$ cat config.mk
export PLATFORM = sky130hd
export DESIGN_NAME = bit_serializer_piso
export DESIGN_NICKNAME = d
export VERILOG_FILES = /design/src/rtl/serializer_pkg.sv /design/src/rtl/bit_serializer_piso.sv
export SDC_FILE = /design/constraint.sdc
export NUM_CORES = 1
export LEC_CHECK = 0
export CORE_UTILIZATION = 48
export DETAILED_ROUTE_END_ITERATION = 10
export HOLD_SLACK_MARGIN = 0.05
export PLACE_DENSITY = 0.75
export SYNTH_ARGS = -nofsm -noshare
export SYNTH_HDL_FRONTEND = slang
export SYNTH_SLANG_ARGS = --single-unit
$ cat constraint.sdc
create_clock -name clk -period 2.55 [get_ports clk]
set_clock_uncertainty 0.1 [all_clocks]
set_input_delay 0.255 -clock clk [delete_from_list [all_inputs] [get_ports clk]]
set_output_delay 0.255 -clock clk [all_outputs]
set_load 0.05 [all_outputs]
$ cat src/rtl/serializer_pkg.sv
// Shared types for the bit serializer: FSM state encoding and the serial line idle level.
package serializer_pkg;

    typedef enum logic [1:0] {
        S_IDLE,
        S_SHIFT,
        S_GAP
    } ser_state_t;

    localparam logic IDLE_LEVEL = 1'b0;

endpackage

$ cat src/rtl/bit_serializer_piso.sv
// Parallel-in/serial-out word serializer feeding sequence_detector, one bit per clock.
// Latency: first bit on ser_out one cycle after the accept edge; all outputs registered.
// Backpressure: data_ready low while shifting (except last bit when gapless) and during the gap.
module bit_serializer_piso
    import serializer_pkg::*;
#(
    parameter int WIDTH      = 8,
    parameter bit MSB_FIRST  = 1'b1,
    parameter int GAP_CYCLES = 0
) (
    input  logic             clk,
    input  logic             reset,
    input  logic [WIDTH-1:0] data_in,
    input  logic             data_valid,
    output logic             data_ready,
    output logic             ser_out,
    output logic             ser_valid,
    output logic             word_done,
    output logic             busy
);

    localparam int CW = $clog2(WIDTH);
    localparam int GW = (GAP_CYCLES > 2) ? $clog2(GAP_CYCLES) : 1;
    localparam logic [CW-1:0] LAST_BIT = CW'(WIDTH - 1);
    // The IDLE cycle that takes the next word is itself one of the idle gap cycles,
    // so the GAP state only has to cover GAP_CYCLES-1 of them.
    localparam logic [GW-1:0] GAP_LOAD = GW'((GAP_CYCLES > 1) ? GAP_CYCLES - 2 : 0);

    ser_state_t       state, state_nxt;
    logic [CW-1:0]    bit_cnt, cnt_nxt;
    logic [WIDTH-1:0] shift_reg, shift_nxt;
    logic [GW-1:0]    gap_cnt, gap_nxt;
    logic [WIDTH-1:0] load_word;
    logic             accept;
    logic             ser_out_nxt, ser_valid_nxt, word_done_nxt, busy_nxt, ready_nxt;

    // The shifter always emits from the top bit; LSB-first words are reversed on load.
    generate
        if (MSB_FIRST) begin : g_msb_first
            assign load_word = data_in;
        end else begin : g_lsb_first
            for (genvar i = 0; i < WIDTH; i++) begin : g_rev
                assign load_word[i] = data_in[WIDTH-1-i];
            end
        end
    endgenerate

    always_comb begin
        accept    = data_valid && data_ready;
        state_nxt = state;
        cnt_nxt   = bit_cnt;
        shift_nxt = shift_reg;
        gap_nxt   = gap_cnt;

        case (state)
            S_IDLE: begin
                if (accept) begin
                    state_nxt = S_SHIFT;
                    cnt_nxt   = '0;
                    shift_nxt = load_word;
                end
            end
            S_SHIFT: begin
                if (bit_cnt != LAST_BIT) begin
                    cnt_nxt   = bit_cnt + 1'b1;
                    shift_nxt = {shift_reg[WIDTH-2:0], IDLE_LEVEL};
                end else if (accept) begin
                    cnt_nxt   = '0;
                    shift_nxt = load_word;
                end else if (GAP_CYCLES > 1) begin
                    state_nxt = S_GAP;
                    gap_nxt   = GAP_LOAD;
                end else begin
                    state_nxt = S_IDLE;
                end
            end
            S_GAP: begin
                if (gap_cnt == '0) begin
                    state_nxt = S_IDLE;
                end else begin
                    gap_nxt = gap_cnt - 1'b1;
                end
            end
            default: state_nxt = S_IDLE;
        endcase

        ser_valid_nxt = (state_nxt == S_SHIFT);
        ser_out_nxt   = ser_valid_nxt ? shift_nxt[WIDTH-1] : IDLE_LEVEL;
        word_done_nxt = ser_valid_nxt && (cnt_nxt == LAST_BIT);
        busy_nxt      = (state_nxt != S_IDLE);
        ready_nxt     = (state_nxt == S_IDLE) || ((GAP_CYCLES == 0) && word_done_nxt);
    end

    always_ff @(posedge clk) begin
        if (!reset) begin
            state      <= S_IDLE;
            bit_cnt    <= '0;
            shift_reg  <= '0;
            gap_cnt    <= '0;
            data_ready <= 1'b0;
            ser_out    <= IDLE_LEVEL;
            ser_valid  <= 1'b0;
            word_done  <= 1'b0;
            busy       <= 1'b0;
        end else begin
            state      <= state_nxt;
            bit_cnt    <= cnt_nxt;
            shift_reg  <= shift_nxt;
            gap_cnt    <= gap_nxt;
            data_ready <= ready_nxt;
            ser_out    <= ser_out_nxt;
            ser_valid  <= ser_valid_nxt;
            word_done  <= word_done_nxt;
            busy       <= busy_nxt;
        end
    end

endmodule

==> out/metrics.yaml <==
outcome:
  status: "finished, final reports clean"
routing:
  firstDrtPassIters: 5
  drc: 0
  initialDrtViolationCount: 11
  highest_layer: "met4"
  routed-wl-met2_um: 652
  wl_met1_um: 678
  wl_per_cell_um: 12.78
  vias_per_cell: 5.586
  antenna_left: 0
  dr_wl_met3_um: 63
  drt_wl_total_um: 1419
  dr_total_vias: 620
hold_path:
  hold_class: "register to register"
cts:
  hold_buffers: 0
  cts_root_buf: "clkbuf_4"
  cts_tree: "yes"
  clockBufferDepth: 2
  post_cts.repair.setup_buffers: 0
  cts_resized: 0
  cts_buffers: 3
  path_clk_slew_ns: 0.09
  clock_latency_ns: 0.29
  clock-sinks: 18
  htree_levels: 1
power_and_ir_drop:
  netSwitchingFraction_pct: 23.00
  p_total_w: 0.0005342
  p_sw_w: 0.0001229
  peakVddDrop_mv: 0.4241
  power_frac_comb_pct: 12.0
  p_per_area_nw_per_um2: 579.3
  internal_power_w: 0.0004114
  power.share.clock_pct: 31.7
  seq_power_share_pct: 56.2
  p_leak_nw: 0.3975
critical_path:
  r2r_end: "shift_reg[0]"
  critPathBufInv: 1
  r2r_slack_ns: 0.45
  end_kind: "register"
  crit_chain: "ha_1, ha_1, nand2b_1, a21oi_1, buf_4, nand2b_1, a21oi_1"
  critPathSlowestCell: "a21oi_1"
  cp-endpoint: "shift_reg[0]"
  cp-startpoint: "bit_cnt[0]"
  worst-endpoint-arrival_ns: 2.18
  criticalPathCategory: "register to register"
  worstPathRequired_ns: 2.64
  crit_path_start_kind: "register"
  slowest_delay_ns: 0.42
  reg2reg_from: "bit_cnt[0]"
  cp_num_cells: 7
  rr_worst_depth: 7
  cp_max_fo: 11
  critPathTopFamily: "compound AO/OA/AOI/OAI gates"
synth:
  syn-instance-count: 78
  synth_top_area_share_pct: 50.09
  synth_xor_area_share_pct: 0
  synth_top_family_by_area: "compound AO/OA/AOI/OAI gates"
  synth_compound_area_share_pct: 23.65
  synth_ff_type: "dfxtp_1"
  synth_mux_area_share_pct: 0
  post-synth-top-area-cell: "dfxtp_1"
  synth_common_cells: "dfxtp_1, a21oi_1, inv_1"
  synth_most_common_cell: "dfxtp_1"
  synth_fp_nets: 92
  post_synth_fa_ha_maj_area_fraction_pct: 5.217
  yosys.cell_types.count: 22
  avgSynthCellArea_um2: 9.224
  ys_seq_area_share_pct: 50.09
  synthSimpleGateAreaFrac_pct: 14.96
  synth_seq_cells: 18
  yosys_warnings: 0
  ys_async_sr_fraction_pct: 0
  synth_edf_count: 0
  synthTopCellsByArea: "dfxtp_1, a21oi_1, o22ai_1"
  synth_area_um2: 719.4
floorplanning:
  die_y_um: 40.72
  start_util_pct: 53.29
  coreArea_um2: 1350
  die_area_um2: 1658
  die_x_um: 40.72
  rows: 13
  io_pins: 16
sta:
  period_share_pct: 82.22
  setup_violations: 0
  drv_slew: 0
  rsz0062_at_grt: "no"
  tns_ns: 0
  max_freq_ghz: 0.4769
  hold_viol_final: 0
  post-route-min-period_ns: 2.097
finish:
  antennaDiodeCount: 0
  syn2layout_area_growth_pct: 28.17
  largest_reg_flops: 8
  fin_nets: 111
  layout-drive-gt1-share_pct: 8.333
global_routing:
  grt_start_max_net_pins: 12
  grt_usage_pct: 20.54
  antenna_found_initial: 0
  grt_pass1_vias: 522
  grt_pass1_wl_um: 2139
  grt_overflow_total: 0
place:
  dpl.hpwl_um: 1029
  portBuffers: 15
  routabilityCongestion: 0.7669
job:
  max_cap_violations: 0
layout make-up:
class                   instances  area (um^2)
fillers                       110        427.9
flip-flops and latches         18        360.3
multi-input cells              50        319.1
repair buffers                 16        157.7
clock buffers                   4        36.28
inverters                       8        30.03
well taps                      15        18.77
stage by stage:
stage / hold WS (ns) / util (%) / worst slack [ns] / instance area [um^2] / std cells
2_1_floorplan: 0.2934 / - / 0.9437 / 719.4 / 78
3_3_place_gp: 0.3557 / 65.62 / 0.5903 / 885.9 / 107
3_5_place_dp: 0.3727 / 65.62 / 0.4962 / 885.9 / 107
4_1_cts: 0.3889 / 68.30 / 0.4727 / 922.1 / 111
5_1_grt: 0.4209 / 68.30 / 0.3444 / 922.1 / 111
6_report: 0.3981 / 68.30 / 0.4533 / 922.1 / 111
power by group through the flow:
| stage | Clock (W) | Sequential, W | Combinational (W) |
|---|---|---|---|
| finish | 0.000170 | 0.000300 | 0.0000643 |
| global route | 0.000189 | 0.000302 | 0.0000687 |
| CTS | 0.000175 | 0.000300 | 0.0000642 |
| detailed placement | 0 | 0.000307 | 0.0000639 |
| global placement | 0 | 0.000307 | 0.0000634 |
| floorplan | 0 | 0.000314 | 0.0000277 |
metal layers:
| layer | up-vias | GRT usage [%] |
|---|---|---|
| li1 | 310 | - |
| met1 | 292 | 22.92 |
| met2 | 14 | 32.54 |
| met3 | 4 | 9.783 |
| met4 | 0 | 10.00 |
| met5 | - | 0 |
placed cells by master (no fill, tap or decap):
master | Yosys | routed
o21ai_0 | 6 | 6
ha_1 | 3 | 3
nand4_1 | 1 | 1
dfxtp_1 | 18 | 18
nor2b_2 | 1 | 1
o22ai_1 | 7 | 7
clkbuf_8 | 0 | 1
nor3b_1 | 2 | 2
a21o_1 | 1 | 1
and2_1 | 2 | 2
a21oi_1 | 9 | 9
a221oi_2 | 1 | 1
o32ai_2 | 1 | 1
buf_4 | 0 | 1
a31oi_1 | 2 | 2
inv_1 | 8 | 8
nand2_1 | 3 | 3
nor3_1 | 2 | 2
nor2b_1 | 1 | 1
nand2b_1 | 3 | 3
nand3b_1 | 1 | 1
clkbuf_4 | 0 | 3
clkdlybuf4s50_1 | 0 | 15
nor2_1 | 3 | 3
conb_1 | 1 | 1
logic make-up after synthesis:
group | Yosys count
buffers and inverters | 10
adder cells (fa/ha/maj) | 3
AO/OA/AOI/OAI | 27
flip-flops | 18
AND/OR/NAND/NOR | 19
other | 1
worst register-to-register path, delay by kind of cell, from the launching register on:
kind | cells | cell delay, ns
flip-flops | 1 | 0.34
AND/OR/NAND/NOR | 2 | 0.43
adder cells (fa/ha/maj) | 2 | 0.43
AO/OA/AOI/OAI | 2 | 0.48
buffers and inverters | 1 | 0.22
worst min-delay path by stage:
stage | from | endpoint | cells after the start
floorplan | reset | shift_reg[1] | 2
global placement | shift_reg[0] | shift_reg[0] | 2
detailed placement | shift_reg[0] | shift_reg[0] | 2
CTS | shift_reg[0] | shift_reg[0] | 2
global route | shift_reg[0] | shift_reg[0] | 2
finish | shift_reg[0] | shift_reg[0] | 2
No activity file was read; power rests on OpenSTA's default activity.
==> RTL change, RTL diff (same settings) <==
Set the parameter `WIDTH` to 16 (it was 8).
--- a/src/rtl/bit_serializer_piso.sv
+++ b/src/rtl/bit_serializer_piso.sv
@@ -6,3 +6,3 @@
 #(
-    parameter int WIDTH      = 8,
+    parameter int WIDTH      = 16,
     parameter bit MSB_FIRST  = 1'b1,
Interface: changed (resized data_in); port bits go from 16 to 24. No check against the original RTL was run, so the function may have changed too.
==> RTL change against the unedited design <==
Register-to-register slack better by 0.24 ns. Wire length up 80%. Total power grew 39%. First-iteration DRC count rose to 5.5 times the old value. Sequential cell count rose by 9. Sequential share of layout area fell by 4.1 points. Count of clock-buffer cells in the layout shrank 1. Design area up 68%. Die area rose by 71%. Setup slack better by 0.070 ns. Synthesized area grew 76%. Critical endpoint is now data_ready.
==> RTL change: results <==
{
  "status": "finished, final reports clean",
  "clk_latency_ns": 0.32,
  "pre_cts_ws_ns": 0.413,
  "synthTopCellsByArea": "dfxtp_1, a222oi_1, mux2_1",
  "finalSetupViolations": 0,
  "synth.distinct_cells": 42,
  "ys_seq_area_share_pct": 42.8,
  "synth_common_cells": "dfxtp_1, nor2_1, a222oi_1",
  "nNetsFinal": 175,
  "ctsResizeCount": 0,
  "grt_use_total_pct": 20.9,
  "numPortBuffers": 23,
  "crit_arrival_ns": 1.67,
  "critPathMaxStageDelay_ns": 0.86,
  "crit_family": "buffers and inverters",
  "wl_per_cell_um": 13.9,
  "antenna_cells": 0,
  "worst_slack_ns": 0.523,
  "largest_register_ffs": 16,
  "maxCapViolCount": 0,
  "viasPerCell": 5.88,
  "grt_max_degree": 16,
  "drive_gt1_share_pct": 11.7,
  "cts.reportedPaths.clkPinSlew_ns": 0.14,
  "dp_hpwl_um": 1770,
  "p_leak_nw": 0.590,
  "cts_buffer_depth": 2,
  "worst_path_max_delay_cell": "clkdlybuf4s50_1",
  "grt_pass1_vias": 999,
  "endpoint": "data_ready",
  "finalWeightedCongestion": 0.796,
  "reg2reg_from": "bit_cnt[0]",
  "synth_edf_count": 0,
  "reg2reg_depth": 6,
  "synthFlopType": "dfxtp_1",
  "syn_nets": 152,
  "yosys_warnings": 0,
  "maxSlewHeadroom_pct": 63.7,
  "postCtsSetupRepairBufs": 0,
  "dr.pass1.iters": 6,
  "hp-class": "input pin to register",
  "r2r_end": "shift_reg[3]",
  "nFillCells": 218,
  "async_flop_share_pct": 0,
  "drtIter0Drc": 61,
  "vdd_drop_max_uv": 342,
  "antenna_found_initial": 0,
  "cts_root_buf": "clkbuf_4",
  "grt_pass1_wl_um": 4390,
  "worstSetupStartpoint": "data_ready",
  "cts_buffers": 3,
  "reg2reg_setup_slack_ns": 0.69,
  "cts_max_level": 1,
  "crit_fanout": 8
}
==> RTL change: worst min-delay path by stage <==
stage,startpoint,endpoint,cells after the start
4_1_cts,data_in[14],shift_reg[14],3
5_1_grt,data_in[14],shift_reg[14],3
3_5_place_dp,shift_reg[6],shift_reg[7],2
3_3_place_gp,shift_reg[5],shift_reg[6],2
6_report,data_in[14],shift_reg[14],3
2_1_floorplan,reset,shift_reg[1],1
==> RTL change: routing by layer <==
layer,wire (um),global-route usage [%]
met1,1230,27.1
met2,1200,35.0
met3,115,2.59
met4,16,7.02
met5,0,0
==> RTL change: layout make-up <==
cell class / count / share of cell area (%)
multi-input cells: 92 / 43.0
clock inverters: 1 / 0.324
repair buffers: 27 / 16.8
well taps: 30 / 2.43
inverters: 4 / 0.971
flip-flops and latches: 27 / 35.0
clock buffers: 3 / 1.46
==> RTL change: power breakdown <==
part | total (mW) | internal [mW] | switching [mW]
Clock | 0.181 | 0.0587 | 0.123
Sequential | 0.449 | 0.435 | 0.0136
Combinational | 0.110 | 0.0601 | 0.0504
==> RTL change: metrics by stage <==
step                hold slack, ns  cell area [um2]  instances
CTS                          0.414             1550        184
finish                       0.421             1550        184
global placement             0.395             1520        180
floorplan                    0.272             1260        132
detailed placement           0.409             1520        180
global route                 0.460             1550        184
==> RTL change: kinds of logic after synthesis <==
kind of cell             after synthesis  share of synthesized area [%]
AND/OR/NAND/NOR                       39                           16.1
adder cells (fa/ha/maj)                1                          0.990
flip-flops                            27                           42.8
multiplexers                          14                           12.3
AO/OA/AOI/OAI                         37                           23.0
other                                  1                          0.297
buffers and inverters                 13                           4.55
